`src/rtl/regfile_scoreboard.sv`:
```
// General-purpose register file with two combinational read ports, one write port
// and a per-register pending-write scoreboard used by decode for RAW hazard detection.
module regfile_scoreboard #(
  parameter int DATA_W = 32,
  parameter int ADDR_W = 5,
  parameter int CNT_W  = 2,
  parameter bit BYPASS = 1'b1
) (
  input  logic              clk,
  input  logic              rst_n,
  input  logic [ADDR_W-1:0] rs_addr_i,
  input  logic [ADDR_W-1:0] rt_addr_i,
  output logic [DATA_W-1:0] rs_data_o,
  output logic [DATA_W-1:0] rt_data_o,
  output logic              rs_busy_o,
  output logic              rt_busy_o,
  input  logic [ADDR_W-1:0] rd_addr_i,
  input  logic [DATA_W-1:0] rd_data_i,
  input  logic              reg_write_i,
  input  logic              issue_valid_i,
  input  logic [ADDR_W-1:0] issue_addr_i,
  output logic              issue_ready_o,
  output logic              any_busy_o
);

  localparam int DEPTH = 1 << ADDR_W;
  localparam logic [CNT_W-1:0] CNT_MAX = '1;

  logic [DATA_W-1:0] regs_q [DEPTH];
  logic [CNT_W-1:0]  cnt_q  [DEPTH];
  logic [CNT_W-1:0]  cnt_d  [DEPTH];

  logic writeEn;
  logic issueAccept;
  logic retireHitRs;
  logic retireHitRt;
  logic retireHitIssue;

  assign writeEn        = reg_write_i && (rd_addr_i != '0);
  assign retireHitRs    = reg_write_i && (rd_addr_i == rs_addr_i);
  assign retireHitRt    = reg_write_i && (rd_addr_i == rt_addr_i);
  assign retireHitIssue = reg_write_i && (rd_addr_i == issue_addr_i);

  // A full counter can still accept an issue when a retire frees a slot this cycle.
  assign issue_ready_o = (issue_addr_i == '0) || (cnt_q[issue_addr_i] != CNT_MAX) || retireHitIssue;
  assign issueAccept   = issue_valid_i && issue_ready_o && (issue_addr_i != '0);

  always_comb begin
    rs_data_o = (rs_addr_i == '0) ? '0 : regs_q[rs_addr_i];
    rt_data_o = (rt_addr_i == '0) ? '0 : regs_q[rt_addr_i];
    if (BYPASS && writeEn && (rd_addr_i == rs_addr_i)) rs_data_o = rd_data_i;
    if (BYPASS && writeEn && (rd_addr_i == rt_addr_i)) rt_data_o = rd_data_i;
  end

  // With bypass, a retiring write already counts as landed; compare instead of subtract
  // so an untracked write to an idle register never looks busy.
  always_comb begin
    if (BYPASS) begin
      rs_busy_o = cnt_q[rs_addr_i] > CNT_W'(retireHitRs);
      rt_busy_o = cnt_q[rt_addr_i] > CNT_W'(retireHitRt);
    end else begin
      rs_busy_o = cnt_q[rs_addr_i] != '0;
      rt_busy_o = cnt_q[rt_addr_i] != '0;
    end
  end

  always_comb begin
    any_busy_o = 1'b0;
    for (int r = 0; r < DEPTH; r++) begin
      any_busy_o = any_busy_o | (cnt_q[r] != '0);
    end
  end

  // Issue and retire on the same register cancel; retire alone saturates at zero.
  always_comb begin
    for (int r = 0; r < DEPTH; r++) begin
      cnt_d[r] = cnt_q[r];
      if (issueAccept && (issue_addr_i == ADDR_W'(r)) &&
          !(reg_write_i && (rd_addr_i == ADDR_W'(r)))) begin
        cnt_d[r] = cnt_q[r] + 1'b1;
      end else if (reg_write_i && (rd_addr_i == ADDR_W'(r)) &&
                   !(issueAccept && (issue_addr_i == ADDR_W'(r))) &&
                   (cnt_q[r] != '0)) begin
        cnt_d[r] = cnt_q[r] - 1'b1;
      end
    end
  end

  always_ff @(posedge clk or negedge rst_n) begin
    if (!rst_n) begin
      for (int r = 0; r < DEPTH; r++) begin
        regs_q[r] <= '0;
        cnt_q[r]  <= '0;
      end
    end else begin
      if (writeEn) regs_q[rd_addr_i] <= rd_data_i;
      for (int r = 0; r < DEPTH; r++) begin
        cnt_q[r] <= cnt_d[r];
      end
    end
  end

endmodule
```
`config.mk`:
```
export PLATFORM = sky130hd
export DESIGN_NAME = regfile_scoreboard
export DESIGN_NICKNAME = d
export VERILOG_FILES = /design/src/rtl/regfile_scoreboard.sv
export SDC_FILE = /design/constraint.sdc
export NUM_CORES = 2
export LEC_CHECK = 0
export ABC_AREA = 0
export BUFFER_PORTS_ARGS = -buffer_cell sky130_fd_sc_hd__clkbuf_2
export CAP_MARGIN = 20
export CORE_ASPECT_RATIO = 0.5
export CORE_UTILIZATION = 45
export CTS_CLUSTER_SIZE = 10
export DETAILED_ROUTE_END_ITERATION = 6
export GPL_ROUTABILITY_DRIVEN = 0
export SLEW_MARGIN = 20
export SYNTH_ARGS = -nofsm -noshare
export SYNTH_HDL_FRONTEND = slang
export SYNTH_SLANG_ARGS = --single-unit
```
`constraint.sdc`:
```
create_clock -name clk -period 3 [get_ports clk]
set_input_delay 0.45 -clock clk [delete_from_list [all_inputs] [get_ports clk]]
set_output_delay 0.45 -clock clk [all_outputs]
set_load 0.1 [all_outputs]
```
# Word-level counts from Yosys, hierarchy flattened
# Index checks and enable logic that the tools add are counted.
# W data, S select, Z words.
dict set report op_classes {
  n_addsub 64
  n_lt_le_gt_ge 7
  eq_ne 66
  muxes 86
  n_bitwise 35
  reduce_logical 305
}
# operator count
set op_table {}
lappend op_table {{$bwmux W1024} 1}
lappend op_table {{$bmux W32 S5} 2}
lappend op_table {{$mux W32} 9}
lappend op_table {{$logic_and A1 B1 Y1} 169}
lappend op_table {{$demux W32 S5} 1}
lappend op_table {{$eq A5 B5 Y1 const B} 32}
lappend op_table {{$mux W2} 70}
lappend op_table {{$reduce_bool A2 Y1} 64}
lappend op_table {{$eq A5 B4 Y1 const B} 16}
lappend op_table {{$add A2 B1 Y2 const B} 32}
lappend op_table {{$logic_not A1 Y1} 64}
lappend op_table {{$sub A2 B1 Y2 const B} 32}
lappend op_table {{$eq A5 B3 Y1 const B} 8}
lappend op_table {{$or A1 B1 Y1} 31}
lappend op_table {{$bmux W2 S5} 3}
lappend op_table {{$ge A6 B6 Y1 const B} 4}
lappend op_table {{$not A5 Y6} 4}
lappend op_table {{$eq A5 B2 Y1 const B} 4}
lappend op_table {{$logic_not A5 Y1} 4}
lappend op_table {{$eq A5 B5 Y1} 3}
lappend op_table {{$eq A5 B1 Y1 const B} 2}
lappend op_table {{$reduce_bool A5 Y1} 2}
lappend op_table {{$lt A6 B1 Y1 const B} 1}
lappend op_table {{$gt A2 B1 Y1} 2}
lappend op_table {{2 further kinds} 3}
dict set report totals {
  regBits 1088
  inputBits 56
  out_inout_bits 68
}

# Logic depth before layout (Yosys ltp)
dict set report depth {
  word_depth 32
  depth_mapped 12
  mapped_depth_nobuf 8
}

# Least setup slack after synthesis
# Ideal clock, no wire load.
dict set report synth_timing {
  path_kind {input -> output}
  from {input port rs_addr_i[0]}
  to {output port rs_busy_o}
  arrival_time_ns 4.577
  required_time_ns 2.550
  path_slack_ns -2.027
  path_stages 10
  path_cell_list {buf_2 -> buf_4 -> buf_2 -> buf_2 -> mux4_2 -> o32ai_1 -> a21oi_1 -> a21oi_1 -> ha_1 -> o21ai_0}
}
dict set report synth_between {
  elab_chain_len 5
  word_cells_on_any_way 7
}
# item line_no
set synth_rtl {}
lappend synth_rtl {{start, declared} 11} ;# input logic [ADDR_W-1:0] rs_addr_i,
lappend synth_rtl {{$not A5 Y6} n/a}
lappend synth_rtl {{$bmux W2 S5} n/a}
lappend synth_rtl {{$mux W2 (2 in series)} n/a}
lappend synth_rtl {{$gt A2 B1 Y1 (*)} 59} ;# rs_busy_o = cnt_q[rs_addr_i] > CNT_W'(retireHitRs);
lappend synth_rtl {{end, declared} 15} ;# output logic rs_busy_o,
# Mark *: on every way between the ends. The rest lies on a longest branch, timed or not. The select of a mux whose other input is x is not followed.

# Worst setup path in the final report
dict set report layout_timing {
  from {register cnt_q[17] (netlist bit)}
  to {output port issue_ready_o}
}
dict set report layout_between {
  elab_chain_len 6
}
# item line_no
set layout_rtl {}
lappend layout_rtl {{start, declared} 30} ;# logic [CNT_W-1:0] cnt_q [DEPTH];
lappend layout_rtl {{start signal, assigned by index} 98} ;# cnt_q[r] <= cnt_d[r];
lappend layout_rtl {{$bmux W2 S5} 45} ;# assign issue_ready_o = (issue_addr_i == '0) || (cnt_q[issue_addr_i] != CNT_MAX) || retireHitIssue;
lappend layout_rtl {{$mux W2 (implied by the code) (2 in series)} 45}
lappend layout_rtl {{$ne A2 B2 Y1} 45}
lappend layout_rtl {{$logic_or A1 B1 Y1 (2 in series)} 45}
lappend layout_rtl {{end, declared} 22} ;# output logic issue_ready_o,
# No other way between the ends. The select of a mux whose other input is x is not followed.

==> results.py <==
metrics = {
    "grt": {
        "grt_max_degree": 153,
        "antenna_found_initial": 1,
        "overflow": 0,
        "gr-usage-all-layers_pct": 29.5,
        "use_met2_pct": 46.0,
        "grt_pass1_wl_mm": 293,
        "met3_usage_pct": 5.86,
        "grt.busiest_layer": "met2",
        "first_global_vias": 43205,
        "grt_use_met1_pct": 41.8,
    },
    "die": {
        "die_area_mm2": 0.135,
        "num_rows": 94,
        "core_area_mm2": 0.132,
        "initial_core_util_pct": 45.6,
        "die_x_um": 520,
        "ios": 124,
        "die_h_um": 261,
    },
    "setup_path": {
        "worst-path-stages": 5,
        "slowest_stage": "mux4_4",
        "path_class": "reg2out",
        "crit_chain": "mux4_4 > mux4_2 > and3b_1 > o21ai_4 > buf_12",
        "crit_buf_inv": 1,
        "critical_path_required_ns": 2.55,
        "critPathMaxFanout": 2,
        "path_delay_family": "multiplexers",
        "slowest_delay_ns": 0.62,
        "worst-r2r-cell-count": 6,
        "end_kind": "primary output",
        "cp-start-kind": "flip-flop",
        "crit_arrival_ns": 2.84,
    },
    "synth": {
        "synth-compound-area-share_pct": 3.17,
        "synth_top_area_share_pct": 45.2,
        "avgSynthCellArea_um2": 13.6,
        "synth-warning-count": 0,
        "synth_xor_area_share_pct": 0.625,
        "synth.ff_latch_count": 1088,
        "synth_common_cells": "dfrtp_1, nand2_1, mux2_2",
        "synth_top_cell_by_area": "dfrtp_1",
        "synthFlopType": "dfrtp_1",
        "synth.area.top_cells": "dfrtp_1, mux4_2, mux2_2",
        "synth_area_mm2": 0.0603,
        "ys_async_sr_fraction_pct": 100,
        "syn-num-nets": 4504,
        "syn_inst": 4445,
        "synth_edf_count": 0,
        "synth_top_family_by_area": "multiplexers",
        "yosys.area_share.simple_pct": 7.20,
        "synth_cell_type_count": 61,
        "yosysSeqAreaShare_pct": 45.2,
        "synthMuxAreaShare_pct": 40.5,
        "post_synth_fa_ha_maj_area_fraction_pct": 0.0623,
        "synth_most_common_cell": "dfrtp_1",
    },
    "sta": {
        "hold_viol": 0,
        "maxSlewViolCount": 0,
        "slew_headroom_pct": 36.8,
        "min_period_ns": 3.29,
        "fin_ws_ns": -0.291,
        "fmax_mhz": 304,
        "finalCritPeriodShare_pct": 110,
        "setup_viol": 67,
        "clock_skew_ns": 0.0377,
        "grt_setup_unrepaired": "yes",
        "holdWs_ns": 0.159,
        "worst_pin_slew_ns": 0.948,
    },
    "routing": {
        "vias_per_cell": 6.50,
        "wl_per_cell_um": 30.5,
        "routed_wl_mm": 197,
        "drc": 0,
        "num_vias": 41969,
        "drtIter0Drc": 4451,
        "dr.pass1.iters": 6,
        "postRouteAntennaNets": 0,
    },
    "power_and_ir_drop": {
        "switching_share_pct": 30.9,
        "p_per_area_mw_per_mm2": 644,
        "peakVddDrop_mv": 0.493,
        "p_int_mw": 32.0,
        "power_mw": 46.3,
        "p_leak_nw": 31.0,
        "combPwrFrac_pct": 29.2,
        "clock_power_share_pct": 28.3,
        "p_sw_mw": 14.3,
        "p_seq_share_pct": 42.5,
    },
    "clocking": {
        "numCtsBuffers": 120,
        "cts.path.max_buffers": 3,
        "cts_sinks": 1088,
        "clkTransAtPathRegs_ns": 0.06,
        "cts_tree": "done",
        "h-tree-depth": 3,
        "cts_root_buf": "clkbuf_16",
        "clk_latency_ns": 0.74,
    },
    "cells_and_area": {
        "post-route-util_pct": 54.4,
        "area_growth_pct": 19.3,
        "final_net_count": 4722,
        "drive_above_1_share_pct": 48.9,
        "layout.cells.non_filler": 6457,
        "nFillCells": 10623,
    },
    "placed_design": {
        "pre_cts_ws_ns": -0.243,
        "place_hpwl_mm": 119,
        "place_inst": 6275,
        "portBuffers": 123,
    },
    "job": {
        "cap_violations": 0,
    },
    "run_status": {
        "violations": "negative setup slack",
        "status": "finished, violations left",
    },
    "hold_path": {
        "hp-class": "in2async",
    },
}
==> final timing paths <==
kind / from / endpoint / slack (ns)
setup / recovery: cnt_q[17]$_DFFE_PN0P_ / issue_ready_o / -0.29
hold / removal: rst_n / regs_q[72]$_DFFE_PN0P_ / 0.16
setup reg to reg: cnt_q[22]$_DFFE_PN0P_ / cnt_q[0]$_DFFE_PN0P_ / 0.39
hold reg to reg: regs_q[1014]$_DFFE_PN0P_ / regs_q[1014]$_DFFE_PN0P_ / 0.39
max in group asynchronous: rst_n / cnt_q[46]$_DFFE_PN0P_ / 1.58
min in group clk: rd_data_i[27] / regs_q[923]$_DFFE_PN0P_ / 0.29
==> cell usage in the layout (no fill, tap or decap), types with 5 or more instances in the layout <==
master     instances
clkbuf_16        124
mux2i_4           20
or2_2              5
mux2i_1           53
o211ai_1           9
mux4_2           670
nor2_1            72
nor2_4            31
nor3_1             6
a21o_1             5
o21ai_0           32
a21boi_1           8
nand3_1           12
clkbuf_1          10
nor4_1            11
a221oi_1           8
o21bai_1          27
dfrtp_2           23
xor2_1             8
a2bb2oi_1         27
mux2i_2            7
xnor2_1           35
o22a_1            27
a221o_1            6
buf_4            280
and3_1            30
nand3b_1           8
nand4_1            6
nand2_1          858
clkbuf_2          47
dfrtp_1         1065
o21ai_2           10
mux2_2           744
buf_12           210
a21oi_1            9
a21boi_0          19
o21ai_4           67
==> power by group through the flow <==
stage	Combinational [mW]	Sequential [mW]	Clock, mW
floorplan	9.31	19.0	0
global placement	12.8	19.6	0
detailed placement	13.1	19.8	0
CTS	13.4	19.6	13.3
global route	14.2	20.0	13.9
finish	13.5	19.7	13.1
==> final cells by class <==
type,count,area [µm²],area share [%]
clock buffer,133,3120,4.33
sequential,1088,27300,37.9
tap,1776,2220,3.09
clock inverter,5,82.6,0.115
inverter,9,46.3,0.0644
antenna,2,5.00,0.00696
timing repair buffer,546,6660,9.27
multi-input combinational,2898,32500,45.2
==> timing repair <==
action,CTS,global route
resized for setup,77,21
hold endpoints to repair,190,0
pin swaps,19,15
buffers inserted,19,23
hold buffers,1,0
endpoints found under the setup margin,68,68
==> metal layers <==
layer	wire [µm]	vias up
met5	0	-
met4	6670	0
met1	82200	22584
met2	91000	2013
met3	17000	403
li1	-	16969
==> worst reg2reg max path, delay by kind of cell (launching register included) <==
family	cells	cell delay (ns)
AOI/OAI and AO/OA	3	0.76
buffers and inverters	1	0.29
muxes	1	0.67
DFF	1	0.46
and+or+nand+nor	1	0.28
==> sequential cells by signal, summed over array words and instances, names as in the netlist <==
register,cells
regs_q,1024
cnt_q,64
==> stage by stage <==
| stage | setup TNS, ns | cell area, µm² |
|---|---|---|
| finish | -7.31 | 71900 |
| global route | -12.30 | 71900 |
| CTS | -10.70 | 71600 |
| detailed placement | -6.81 | 67900 |
| global placement | -6.53 | 67900 |
| floorplan | -0.352 | 61200 |
==> kinds of logic after synthesis <==
family          count (synthesis)
mux                          1500
simple gates                 1075
flops                        1088
fa+ha+maj                       3
buf+inv                       459
compound gates                277
xor+xnor                       43
No activity file was read; power rests on OpenSTA's default activity.
